### config.mk
export PLATFORM = sky130hd
export DESIGN_NAME = meta_array_flat
export DESIGN_NICKNAME = d
export VERILOG_FILES = /design/src/rtl/meta_array_pkg.sv /design/src/rtl/meta_array_if.sv /design/src/rtl/meta_way.sv /design/src/rtl/meta_array.sv /design/src/flat_wrapper.sv
export SDC_FILE = /design/constraint.sdc
export NUM_CORES = 1
export LEC_CHECK = 0
export BUFFER_PORTS_ARGS = -buffer_cell sky130_fd_sc_hd__buf_2
export CAP_MARGIN = 10
export CORE_MARGIN = 2
export CORE_UTILIZATION = 35
export DETAILED_ROUTE_END_ITERATION = 16
export HOLD_SLACK_MARGIN = 0.08
export SYNTH_ARGS = -nofsm -noshare
export SYNTH_HDL_FRONTEND = slang
export SYNTH_SLANG_ARGS = --single-unit
### constraint.sdc
create_clock -name clk -period 4.1 [get_ports clk]
set_clock_uncertainty 0.2 [all_clocks]
set_input_delay 0 -clock clk [delete_from_list [all_inputs] [get_ports clk]]
set_output_delay 0 -clock clk [all_outputs]
set_load 0.005 [all_outputs]
### src/rtl/meta_array_pkg.sv
// -----------------------------------------------------------------------------
// meta_array_pkg
//   Shared types and helpers for the cache metadata array.
//   - meta_state_e : sweep controller states (IDLE, CLEAR).
//   - MERGE_W      : widest entry the merge helper handles; WIDTH must not exceed it.
//   - merge()      : masked bit merge used by both the array write path and the
//                    read bypass path, so the two can never disagree.
// -----------------------------------------------------------------------------
package meta_array_pkg;

    typedef enum logic [0:0] {
        IDLE  = 1'b0,
        CLEAR = 1'b1
    } meta_state_e;

    localparam int MERGE_W = 64;

    // Bits with mask=1 come from new_val, bits with mask=0 keep old_val.
    function automatic logic [MERGE_W-1:0] merge(
        input logic [MERGE_W-1:0] old_val,
        input logic [MERGE_W-1:0] new_val,
        input logic [MERGE_W-1:0] mask
    );
        return (old_val & ~mask) | (new_val & mask);
    endfunction

endpackage

### src/rtl/meta_array_if.sv
// -----------------------------------------------------------------------------
// meta_array_if
//   Request/response bundle between the cache control FSM (master) and the
//   metadata array (slave).
//   Master drives : read, rindex, load[WAYS], windex, wmask, datain, clear
//   Slave drives  : dataout[WAYS*WIDTH] (way w at [w*WIDTH +: WIDTH]), busy
// -----------------------------------------------------------------------------
interface meta_array_if #(
    parameter int S_INDEX = 3,
    parameter int WIDTH   = 1,
    parameter int WAYS    = 2
);

    logic                    read;
    logic [S_INDEX-1:0]      rindex;
    logic [WAYS-1:0]         load;
    logic [S_INDEX-1:0]      windex;
    logic [WIDTH-1:0]        wmask;
    logic [WIDTH-1:0]        datain;
    logic                    clear;
    logic [WAYS*WIDTH-1:0]   dataout;
    logic                    busy;

    modport master (
        output read, rindex, load, windex, wmask, datain, clear,
        input  dataout, busy
    );

    modport slave (
        input  read, rindex, load, windex, wmask, datain, clear,
        output dataout, busy
    );

endinterface

### src/rtl/meta_way.sv
// -----------------------------------------------------------------------------
// meta_way
//   Storage for one way of the metadata array: NUM_SETS entries of WIDTH bits,
//   a masked write port, a clear-write port used by the sweep, and a registered
//   read port with write-through bypass.
//   Ports:
//     clk, rst     clock, async active-high reset (zeroes storage and output)
//     we           masked write enable for this way
//     windex       write set index
//     wmask        write bit mask (1 = bit written)
//     datain       write data
//     read         read enable (dataout updates only when set)
//     rindex       read set index
//     clr_we       sweep write enable (writes zero, wins over we)
//     clr_index    set being cleared by the sweep
//     dataout      registered read data
// -----------------------------------------------------------------------------
module meta_way
    import meta_array_pkg::*;
#(
    parameter int S_INDEX = 3,
    parameter int WIDTH   = 1
) (
    input  logic               clk,
    input  logic               rst,
    input  logic               we,
    input  logic [S_INDEX-1:0] windex,
    input  logic [WIDTH-1:0]   wmask,
    input  logic [WIDTH-1:0]   datain,
    input  logic               read,
    input  logic [S_INDEX-1:0] rindex,
    input  logic               clr_we,
    input  logic [S_INDEX-1:0] clr_index,
    output logic [WIDTH-1:0]   dataout
);

    localparam int NUM_SETS = 2 ** S_INDEX;

    logic [WIDTH-1:0] mem [NUM_SETS];
    logic [WIDTH-1:0] wr_val;
    logic [WIDTH-1:0] rd_val;
    logic [WIDTH-1:0] rd_data_p1;

    // Adapts the package-wide merge to this way's entry width.
    function automatic logic [WIDTH-1:0] merge_entry(
        input logic [WIDTH-1:0] old_val,
        input logic [WIDTH-1:0] new_val,
        input logic [WIDTH-1:0] mask
    );
        return WIDTH'(merge(MERGE_W'(old_val), MERGE_W'(new_val), MERGE_W'(mask)));
    endfunction

    assign wr_val = merge_entry(mem[windex], datain, wmask);

    // A write to the set being read on the same edge is forwarded so the read
    // returns the post-write value rather than the stale entry.
    assign rd_val = (we && (windex == rindex)) ? wr_val : mem[rindex];

    always_ff @(posedge clk or posedge rst) begin
        if (rst) begin
            for (int i = 0; i < NUM_SETS; i++) begin
                mem[i] <= '0;
            end
        end else if (clr_we) begin
            mem[clr_index] <= '0;
        end else if (we) begin
            mem[windex] <= wr_val;
        end
    end

    // ---- stage p1: registered read ----
    always_ff @(posedge clk or posedge rst) begin
        if (rst) begin
            rd_data_p1 <= '0;
        end else if (read) begin
            rd_data_p1 <= rd_val;
        end
    end

    assign dataout = rd_data_p1;

endmodule

### src/rtl/meta_array.sv
// -----------------------------------------------------------------------------
// meta_array
//   N-way cache metadata array (tags, valid/dirty, LRU) with per-way write
//   enables, a shared per-bit write mask, a 1-cycle registered read with
//   write-through bypass, and a self-timed clear sweep.
//   Ports:
//     clk   clock
//     rst   asynchronous active-high reset: storage, dataout, FSM, counter -> 0
//     bus   meta_array_if.slave
//             read/rindex              registered read request
//             load[WAYS]/windex/wmask/datain  masked per-way write
//             clear                    start clear sweep (pulse)
//             dataout[WAYS*WIDTH]      read data, way w at [w*WIDTH +: WIDTH]
//             busy                     sweep in progress (NUM_SETS cycles)
//   While busy, read, load and clear are ignored; dataout holds.
// -----------------------------------------------------------------------------
module meta_array
    import meta_array_pkg::*;
#(
    parameter int S_INDEX = 3,
    parameter int WIDTH   = 1,
    parameter int WAYS    = 2
) (
    input  logic          clk,
    input  logic          rst,
    meta_array_if.slave   bus
);

    localparam int                 NUM_SETS = 2 ** S_INDEX;
    localparam logic [S_INDEX-1:0] LAST_SET = S_INDEX'(NUM_SETS - 1);

    meta_state_e           state;
    meta_state_e           state_nxt;
    logic [S_INDEX-1:0]    cnt;
    logic [S_INDEX-1:0]    cnt_nxt;
    logic                  sweep;
    logic                  wr_ok;
    logic                  rd_ok;
    logic [WAYS*WIDTH-1:0] dout_all;

    // busy comes straight from the state register, so no input reaches it
    // combinationally.
    assign sweep = (state == CLEAR);
    assign wr_ok = ~sweep;
    assign rd_ok = bus.read & ~sweep;

    always_ff @(posedge clk or posedge rst) begin
        if (rst) begin
            state <= IDLE;
            cnt   <= '0;
        end else begin
            state <= state_nxt;
            cnt   <= cnt_nxt;
        end
    end

    always_comb begin
        state_nxt = state;
        cnt_nxt   = cnt;
        case (state)
            IDLE: begin
                if (bus.clear) begin
                    state_nxt = CLEAR;
                    cnt_nxt   = '0;
                end
            end
            CLEAR: begin
                // One set per cycle; the edge that clears the last set also
                // returns to IDLE, giving exactly NUM_SETS busy cycles.
                cnt_nxt = cnt + 1'b1;
                if (cnt == LAST_SET) begin
                    state_nxt = IDLE;
                end
            end
            default: begin
                state_nxt = IDLE;
                cnt_nxt   = '0;
            end
        endcase
    end

    for (genvar w = 0; w < WAYS; w++) begin : g_way
        meta_way #(
            .S_INDEX (S_INDEX),
            .WIDTH   (WIDTH)
        ) u_way (
            .clk       (clk),
            .rst       (rst),
            .we        (bus.load[w] & wr_ok),
            .windex    (bus.windex),
            .wmask     (bus.wmask),
            .datain    (bus.datain),
            .read      (rd_ok),
            .rindex    (bus.rindex),
            .clr_we    (sweep),
            .clr_index (cnt),
            .dataout   (dout_all[w*WIDTH +: WIDTH])
        );
    end

    assign bus.dataout = dout_all;
    assign bus.busy    = sweep;

endmodule

### src/flat_wrapper.sv
// flat-port wrapper written by rule: the top's interface ports become plain ports
module meta_array_flat import meta_array_pkg::*;
#(
    parameter int S_INDEX = 3,
    parameter int WIDTH   = 1,
    parameter int WAYS    = 2
)
  (clk, rst, bus_read, bus_rindex, bus_load, bus_windex, bus_wmask, bus_datain, bus_clear, bus_dataout, bus_busy);
  meta_array_if #(.S_INDEX(S_INDEX), .WIDTH(WIDTH), .WAYS(WAYS)) bus_i ();
  input  logic clk;
  input  logic rst;
  input wire logic [$bits(bus_i.read)-1:0] bus_read;
  input wire logic [$bits(bus_i.rindex)-1:0] bus_rindex;
  input wire logic [$bits(bus_i.load)-1:0] bus_load;
  input wire logic [$bits(bus_i.windex)-1:0] bus_windex;
  input wire logic [$bits(bus_i.wmask)-1:0] bus_wmask;
  input wire logic [$bits(bus_i.datain)-1:0] bus_datain;
  input wire logic [$bits(bus_i.clear)-1:0] bus_clear;
  output wire logic [$bits(bus_i.dataout)-1:0] bus_dataout;
  output wire logic [$bits(bus_i.busy)-1:0] bus_busy;
  assign bus_i.read = bus_read;
  assign bus_i.rindex = bus_rindex;
  assign bus_i.load = bus_load;
  assign bus_i.windex = bus_windex;
  assign bus_i.wmask = bus_wmask;
  assign bus_i.datain = bus_datain;
  assign bus_i.clear = bus_clear;
  assign bus_dataout = bus_i.dataout;
  assign bus_busy = bus_i.busy;
  meta_array #(.S_INDEX(S_INDEX), .WIDTH(WIDTH), .WAYS(WAYS)) u_core (.clk(clk), .rst(rst), .bus(bus_i));
endmodule
==> metrics.md, run 1 <==
| Metric | Value |
|---|---|
| X dimension of the die | `~70 µm` |
| Highest attainable clock frequency | `roughly 0.35 GHz` |
| Combined global-route utilization of all metal layers | `roughly 17%` |
| Synthesis-stage register bit count | `22` |
| Library cell occupying the most area in the post-synthesis netlist | `sky130_fd_sc_hd__dfrtp_1` |
| Power density over cell area | `518 nW/µm²` |
| Clock network fraction of total power | `between 10% and 20%` |
| CTS H-tree lvls | `1` |
| Post-route antenna net violation count | `0` |
| Routed vias | `about 1300` |
| Unrepaired setup endpoints after global routing | `no` |
| Hold path startpoint | `bus_windex[1]` |
| Number of hold violations in the final report | `0` |
| DR vias/cell | `around 6` |
| Max Cap Violations | `0` |
| Logic pwr share | `around 40%` |
| Worst Hold Endpoint | `u_core.g_way[0].u_way.mem[7]$_DFFE_PP0P_` |
| Diodes inserted | `0` |
| CTS tree | `built` |
| Final core utilization | `between 40% and 50%` |
| CP startpoint kind | `primary input` |
| Remaining global-route overflow | `0` |
| Leak | `~0.78 nW` |
| Clock sink count | `22` |
| Most frequently used flop master after synthesis | `sky130_fd_sc_hd__dfrtp_1` |
| Switch Pwr | `about 0.00037 W` |
| Period utilization | `approximately 69%` |
| Clock transition time at the flip-flop clock pins of the worst setup and hold paths | `roughly 0.090 ns` |
| Floorplan row count | `23` |
| List of most frequent post-synthesis cells | `22 x sky130_fd_sc_hd__dfrtp_1, 14 x sky130_fd_sc_hd__nand2_1, 11 x sky130_fd_sc_hd__mux2i_1, 9 x sky130_fd_sc_hd__nand2b_1` |
| Post-synthesis area per instance | `between 9 and 10 µm²` |
| R2R Path Start | `u_core.bus.busy$_DFF_PP0_` |
| Arr. time, crit path | `2.79 ns` |
| Post-Place Setup Slack | `~2.0 ns` |
| Sum of negative setup slack | `0 ns` |
| Final setup violation count | `0` |
| Crit path largest cell delay | `0.57 ns` |
| Routed wire per std cell | `around 17 µm` |
| Largest voltage drop on the vdd net | `0.000267 V` |
| Critical path cell sequence | `dlygate4sd3_1, buf_2, mux4_2, and2_1, o41ai_4, o21ai_1, dlygate4sd3_1` |
| Count of mapped cells out of synthesis | `~150` |
| Int Pwr | `about 0.00057 W` |
| Max-Slew Margin vs Limit | `between 40 and 50%` |
| Effective utilization at floorplan | `a little under two fifths` |
| Switching part of the total | `between 30% and 40%` |
| Crit path kind | `in2reg` |
| Die area | `between 4000 and 5000 µm²` |
| CP delay by family, top | `buffers and inverters` |
| Remaining DRCs | `0` |
| Final GP Congestion | `0.894` |
| Critical Path Most Common Cell | `sky130_fd_sc_hd__dlygate4sd3_1` |
| Final critical delay including setup and external delays | `around 2.8 ns` |
| Via count of the first global-routing pass | `1363` |
| Worst reg-to-reg setup slack | `1.46 ns` |
| IO Count | `17` |
| Status | `finished clean` |
| Die H | `about 70 µm` |
| Warnings from Yosys | `0` |
| Estimated wirelength of the detail-placed design | `2.82 mm` |
| Routed Wire Length | `3.97 mm` |
| Class of the worst hold path | `in2reg` |
| Area of the core | `between 4000 and 5000 µm²` |
| Transition time of the tightest slew-check pin | `between 0.8 and 0.9 ns` |
| Post-synth top area share | `between 30% and 40%` |
| Sequential share of power | `a little over two fifths` |
| Dominant cell by count in the synthesized netlist | `sky130_fd_sc_hd__dfrtp_1` |
| Crit path buf inv count | `3` |
| Pin count of the biggest net entering global routing | `23` |
| Violation count after the first detailed-routing iteration | `about 110` |
| First-pass GRT wire length | `6.84 mm` |
| Max stage delay cell, worst path | `sky130_fd_sc_hd__dlygate4sd3_1` |
| Synth cell types | `36` |
| Port-buffer cells | `16` |
| Critical path peak fanout | `14` |
| Sequential element share of the synthesized area | `a little over a third` |
| Initial antenna violation count | `0` |
| Area contributors post-synth | `sky130_fd_sc_hd__dfrtp_1 36%, sky130_fd_sc_hd__mux4_2 10%, sky130_fd_sc_hd__mux2i_1 7.3%, sky130_fd_sc_hd__nand2b_1 3.7%, sky130_fd_sc_hd__nand2_1 3.5%` |
| Maximum buffer depth of the clock tree | `2` |
| Depth of the worst register-to-register path | `5` |
| Worst path required time | `~4 ns` |
| Netlist area before placement | `about 1500 µm²` |
| Setup ws final | `1.27 ns` |
| TritonCTS Buffers | `3` |
| Share of synthesized registers carrying an async set or reset | `100%` |
| Layout cell share with drive strength beyond 1 | `between 10% and 20%` |
| Clock latency at the later pin of the worst-skew pair | `about 0.27 ns` |
| Area growth, synth to finish | `20.8%` |
| CTS Root Cell | `sky130_fd_sc_hd__clkbuf_8` |
| Filler Cell Count | `392` |
| Endpoint kind of the worst setup timing path | `flop` |
| Count of pins over their slew limit | `0` |
| Pre-Repair DR Iteration Count | `4` |
| Number of enable flip-flop cells after synthesis | `0` |
| Post-Synthesis Net Count | `approximately 170` |
| Capture instance of the worst register-to-register path | `u_core.g_way[1].u_way.dataout$_DFFE_PP0P_` |
| WHS Path Cells | `4` |
| Hold Slack | `0.0967 ns` |
| Layout Nets | `roughly 200` |
==> worst min-delay path: cells and delay by family <==
family | cells | cell delay [ns]
AO/OA/AOI/OAI | 1 | 0.06
AND/OR/NAND/NOR | 2 | 0.19
buffers and inverters | 1 | 0.29
==> repair_timing <==
item,4_1_cts,5_1_grt
hold buffers,16,0
resized for setup,0,0
endpoints found under the hold margin,41,0
setup buffers,0,0
==> worst max-delay path by stage <==
stage | start | endpoint | slack [ns] | depth (start not counted)
after floorplan | u_core.g_way[1].u_way.mem[0]$_DFFE_PP0P_ | u_core.g_way[1].u_way.mem[0]$_DFFE_PP0P_ | 2.19 | 4
after global placement | u_core.g_way[1].u_way.mem[0]$_DFFE_PP0P_ | u_core.g_way[1].u_way.mem[4]$_DFFE_PP0P_ | 2.07 | 4
after detailed placement | u_core.g_way[1].u_way.mem[4]$_DFFE_PP0P_ | u_core.g_way[1].u_way.mem[4]$_DFFE_PP0P_ | 2.00 | 4
after CTS | bus_windex[2] | u_core.g_way[1].u_way.dataout$_DFFE_PP0P_ | 1.28 | 7
after global routing | bus_windex[2] | u_core.g_way[1].u_way.dataout$_DFFE_PP0P_ | 1.19 | 7
final | bus_windex[2] | u_core.g_way[1].u_way.dataout$_DFFE_PP0P_ | 1.27 | 7
==> layout by cell type (no fill, tap or decap), drive strengths merged, types with 2 or more instances in the layout <==
cell type,synthesis,routed
a31oi,2,2
o31ai,6,6
o211ai,2,2
o221ai,4,4
a21o,3,3
dfrtp,22,22
and3,2,2
inv,3,3
o21ai,12,12
xnor2,3,3
nand4,2,2
buf,4,16
nor2,8,8
ha,2,2
nand3,5,5
mux4,7,7
nand2,14,14
mux2i,11,11
clkbuf,5,4
nor2b,8,8
nand2b,9,9
mux2,2,2
a21oi,4,4
dlygate4sd3,0,16
nor3,3,3
==> routing by layer <==
metal  wire length [µm]  GRT usage [%]  share of wire [%]
met3                258           3.34                6.5
met2               1910           28.6                 48
met5                  0              0                  0
met1               1740           23.0                 44
met4                 61           6.20                1.5
==> cell families after synthesis <==
group | after synthesis | synth area share, %
and+or+nand+nor | 55 | 18.7
muxes | 20 | 19.2
xor gates and xnor gates | 3 | 1.74
buffers and inverters | 12 | 3.65
adders and majority gates | 2 | 1.66
AOI/OAI and AO/OA | 39 | 18.5
DFF | 22 | 36.5
==> flip-flops by register name, indices dropped and copies added (netlist names) <==
name                        flops
u_core.g_way.u_way.mem         16
u_core.bus.busy                 1
u_core.g_way.u_way.dataout      2
u_core.cnt                      3
==> through the flow <==
stage,instances,instance area [µm²],total power [W]
2_1_floorplan,153,1510,0.000649
3_3_place_gp,210,1610,0.000735
3_5_place_dp,210,1610,0.000751
4_1_cts,230,1820,0.000943
5_1_grt,230,1820,0.00102
6_report,230,1820,0.000944
==> power by group through the flow <==
stage / Combinational (W) / Clock [W] / Sequential (W)
5_1_grt: 0.000422 / 0.000173 / 0.000424
3_3_place_gp: 0.000333 / 0 / 0.000402
4_1_cts: 0.000375 / 0.000162 / 0.000405
6_report: 0.000377 / 0.000160 / 0.000407
2_1_floorplan: 0.000293 / 0 / 0.000355
3_5_place_dp: 0.000341 / 0 / 0.000410
==> cell type report <==
class                      instances  area, µm²  share of cell area, %
clock buffer                       4       55.1                   3.02
inverter                           3       11.3                  0.618
timing repair buffer              32        240                   13.2
multi-input combinational        119        903                   49.6
sequential                        22        551                   30.2
tap                               50       62.6                   3.43
Power figures use the tool's default switching activity.
==> run 2, diff against run 1 <==
ABC_AREA = 1   (was unset)
clock period = 2.6 ns   (was 4.1 ns; I/O delays follow)
==> metrics.md, run 2 <==
| Metric | Value |
|---|---|
| Synthesis-stage register bit count | `22 (unchanged)` |
| Post-route antenna net violation count | `0 (unchanged)` |
| Placed Cells | `338 (+61%)` |
| Sequential element share of the synthesized area | `31.1% (-5.3 points)` |
| Port-buffer cells | `16 (unchanged)` |
| Crit path buf inv count | `4 (+1)` |
| Highest attainable clock frequency | `roughly 0.44 GHz` |
| Pre-Repair DR Iteration Count | `4 (unchanged)` |
| Max Cap Violations | `0 (unchanged)` |
| Critical Path Most Common Cell | `sky130_fd_sc_hd__nand2_1` |
| Critical path cell sequence | `dlygate4sd3_1, buf_2, inv_2, nand2_2, nand2_1, nor2_2, nor2_1, nand2_1, nand2_2, nand2_4, nand2_1, dlygate4sd3_1, a21oi_2` |
| CTS tree | `built` |
| Maximum buffer depth of the clock tree | `2 (unchanged)` |
| Combined global-route utilization of all metal layers | `18.4% (+0.99 points)` |
| Setup ws final | `0.336 ns (-0.932 ns)` |
| Worst reg-to-reg setup slack | `0.47 ns (-0.99 ns)` |
| Area contributors post-synth | `sky130_fd_sc_hd__dfrtp_1 31%, sky130_fd_sc_hd__nand2_1 21%, sky130_fd_sc_hd__a21oi_1 7.4%, sky130_fd_sc_hd__nand3_1 7.1%, sky130_fd_sc_hd__nor2_1 4.0%` |
| Sum of negative setup slack | `0 ns (unchanged)` |
| Warnings from Yosys | `0 (unchanged)` |
| Crit path largest cell delay | `0.57 ns (about the same)` |
| Die H | `75.1 µm (+7.8%)` |
| Routed vias | `1831 (+36%)` |
| Effective utilization at floorplan | `36.9% (about the same)` |
| Layout cell share with drive strength beyond 1 | `12.6% (-4.6 points)` |
| Overall power after layout | `0.00206 W (+120%)` |
| IO Count | `17 (unchanged)` |
| Worst path required time | `2.60 ns (-1.46 ns)` |
| Diodes inserted | `0 (unchanged)` |
| Post-synthesis area per instance | `6.52 µm² (-34%)` |
| Class of the worst hold path | `in2reg` |
| Floorplan row count | `25 (+8.7%)` |
| Clock sink count | `22 (unchanged)` |
| Routed Wire Length | `4.68 mm (+18%)` |
| Final setup violation count | `0 (unchanged)` |
| Clock latency at the later pin of the worst-skew pair | `0.27 ns (about the same)` |
| Unrepaired setup endpoints after global routing | `no` |
| X dimension of the die | `75.1 µm (+7.8%)` |
| Violation count after the first detailed-routing iteration | `119 (+5.3%)` |
| CTS H-tree lvls | `1 (unchanged)` |
| Number of enable flip-flop cells after synthesis | `0 (unchanged)` |
| Number of hold violations in the final report | `0 (unchanged)` |
| Multi-input logic area | `1060 µm² (+17%)` |
| Synth cell types | `26 (-28%)` |
| Post-Synthesis Net Count | `287 (+70%)` |
| Max-Slew Margin vs Limit | `41.1% (-0.19 points)` |
| Initial antenna violation count | `0 (unchanged)` |
| First-pass GRT wire length | `7.96 mm (+16%)` |
| Die area | `5640 µm² (+16%)` |
| Max stage delay cell, worst path | `sky130_fd_sc_hd__dlygate4sd3_1` |
| Transition time of the tightest slew-check pin | `0.882 ns (+0.00280 ns)` |
| Hold Slack | `0.0813 ns (-0.0155 ns)` |
| Total area of sequential cells | `551 µm² (unchanged)` |
| Power density over cell area | `1030 nW/µm² (+99%)` |
| Remaining DRCs | `0 (unchanged)` |
| CP startpoint kind | `primary input` |
| Library cell occupying the most area in the post-synthesis netlist | `sky130_fd_sc_hd__dfrtp_1` |
| Period utilization | `87.1%` |
| Area of the core | `4790 µm² (+17%)` |
| Critical path peak fanout | `13 (-1)` |
| Commonest non-fill, non-tap cells in the layout | `100 x sky130_fd_sc_hd__nand2_1, 26 x sky130_fd_sc_hd__a21oi_1, 25 x sky130_fd_sc_hd__nand3_1` |
| Count of mapped cells out of synthesis | `271 (+77%)` |
| Via count of the first global-routing pass | `1742 (+28%)` |
| CTS Root Cell | `sky130_fd_sc_hd__clkbuf_8` |
| TritonCTS Buffers | `3 (unchanged)` |
| Status | `finished clean` |
| CP delay by family, top | `buffers and inverters` |
| Largest voltage drop on the vdd net | `0.000411 V (+54%)` |
| Dominant cell by count in the synthesized netlist | `sky130_fd_sc_hd__nand2_1` |
| Pin count of the biggest net entering global routing | `26 (+13%)` |
| Layout Nets | `304 (+54%)` |
| Area growth, synth to finish | `13.1%` |
| Max FFs per register | `16 (unchanged)` |
| Share of synthesized registers carrying an async set or reset | `100% (unchanged)` |
| Leak | `0.951 nW (+23%)` |
| Most frequently used flop master after synthesis | `sky130_fd_sc_hd__dfrtp_1` |
| Final critical delay including setup and external delays | `roughly 2.3 ns` |
| Clock transition time at the flip-flop clock pins of the worst setup and hold paths | `0.08 ns (about the same)` |
| Remaining global-route overflow | `0 (unchanged)` |
| Routed wire per std cell | `13.2 µm (-23%)` |
| Filler Cell Count | `508 (+30%)` |
| Arr. time, crit path | `2.27 ns (-0.52 ns)` |
| Count of pins over their slew limit | `0 (unchanged)` |
| Netlist area before placement | `1770 µm² (+17%)` |
| Number of cells in the finished layout apart from fillers | `353 (+53%)` |
| Post-Place Setup Slack | `1.01 ns (-0.990 ns)` |
| Crit path kind | `in2reg` |
| Final GP Congestion | `0.829 (-7.3%)` |
| Post-synth top area share | `31.1% (-5.3 points)` |
| Most common cell after layout, fill and taps aside | `sky130_fd_sc_hd__nand2_1` |
| DR vias/cell | `5.19 (-11%)` |
| Endpoint kind of the worst setup timing path | `flop` |
| Estimated wirelength of the detail-placed design | `3.35 mm (+19%)` |
| List of most frequent post-synthesis cells | `100 x sky130_fd_sc_hd__nand2_1, 26 x sky130_fd_sc_hd__a21oi_1, 25 x sky130_fd_sc_hd__nand3_1, 22 x sky130_fd_sc_hd__dfrtp_1, 19 x sky130_fd_sc_hd__nor2_1` |
| Most flop-heavy register | `u_core.g_way.u_way.mem` |
==> run 2: worst register-to-register path, cell delays in order, from the launching register on <==
cell	delay, ns
sky130_fd_sc_hd__dfrtp_1	0.45
sky130_fd_sc_hd__inv_1	0.35
sky130_fd_sc_hd__nand2_1	0.13
sky130_fd_sc_hd__nor2_1	0.15
sky130_fd_sc_hd__nand3_1	0.08
sky130_fd_sc_hd__dlygate4sd3_1	0.56
sky130_fd_sc_hd__nand2_1	0.06
sky130_fd_sc_hd__nand2_1	0.04
==> run 2: report_power, final <==
| group | switching (W) | internal (W) | total, W |
|---|---|---|---|
| sequential | 0.000216 | 0.000521 | 0.000737 |
| combinational | 0.000619 | 0.000484 | 0.00110 |
| clock | 0.000117 | 0.000104 | 0.000221 |
| total | 0.000952 | 0.00111 | 0.00206 |
==> run 2: timing repair <==
action,CTS,global route
resized for setup,0,0
hold buffers,12,0
hold endpoints to repair,42,0
buffers inserted,0,0
==> run 2: final timing paths <==
path / from / end / cells past startpoint
hold reg to reg: u_core.g_way[1].u_way.dataout$_DFFE_PP0P_ / u_core.g_way[1].u_way.dataout$_DFFE_PP0P_ / 2
hold / removal: bus_datain / u_core.g_way[0].u_way.mem[6]$_DFFE_PP0P_ / 5
max in group asynchronous: rst / u_core.g_way[0].u_way.mem[7]$_DFFE_PP0P_ / 3
setup reg to reg: u_core.bus.busy$_DFF_PP0_ / u_core.g_way[1].u_way.dataout$_DFFE_PP0P_ / 7
setup / recovery: bus_windex[0] / u_core.g_way[0].u_way.mem[4]$_DFFE_PP0P_ / 13
min in group asynchronous: rst / u_core.g_way[0].u_way.mem[6]$_DFFE_PP0P_ / 3
==> run 2: logic make-up (layout without fill, tap and decap cells) <==
family / count (synthesis) / count (layout) / synth area share [%]
AO/OA/AOI/OAI: 54 / 54 / 19.4
XOR/XNOR: 3 / 3 / 1.49
adder cells (fa/ha/maj): 2 / 2 / 1.42
buffers and inverters: 31 / 46 / 8.85
flip-flops: 22 / 22 / 31.1
AND/OR/NAND/NOR: 159 / 159 / 37.7
==> run 2: stage by stage <==
step / area, µm² / util, %
floorplan: 1770 / -
global placement: 1840 / 38.4
detailed placement: 1840 / 38.4
CTS: 2000 / 41.8
global route: 2000 / 41.8
finish: 2000 / 41.8
==> run 2: per-layer routing <==
metal	part of all wire (%)	global-route usage [%]	up-vias
met2	45	28.9	52
met5	0	0	-
met1	48	26.3	845
li1	-	-	927
met3	5.3	2.54	7
met4	1.2	5.75	0
==> run 2: cell type report <==
cell class | count | share of cell area [%]
multi-input cells | 218 | 53.1
flip-flops and latches | 22 | 27.5
repair buffers | 29 | 10.4
well taps | 67 | 4.19
inverters | 14 | 2.75
clock buffers | 3 | 2.07
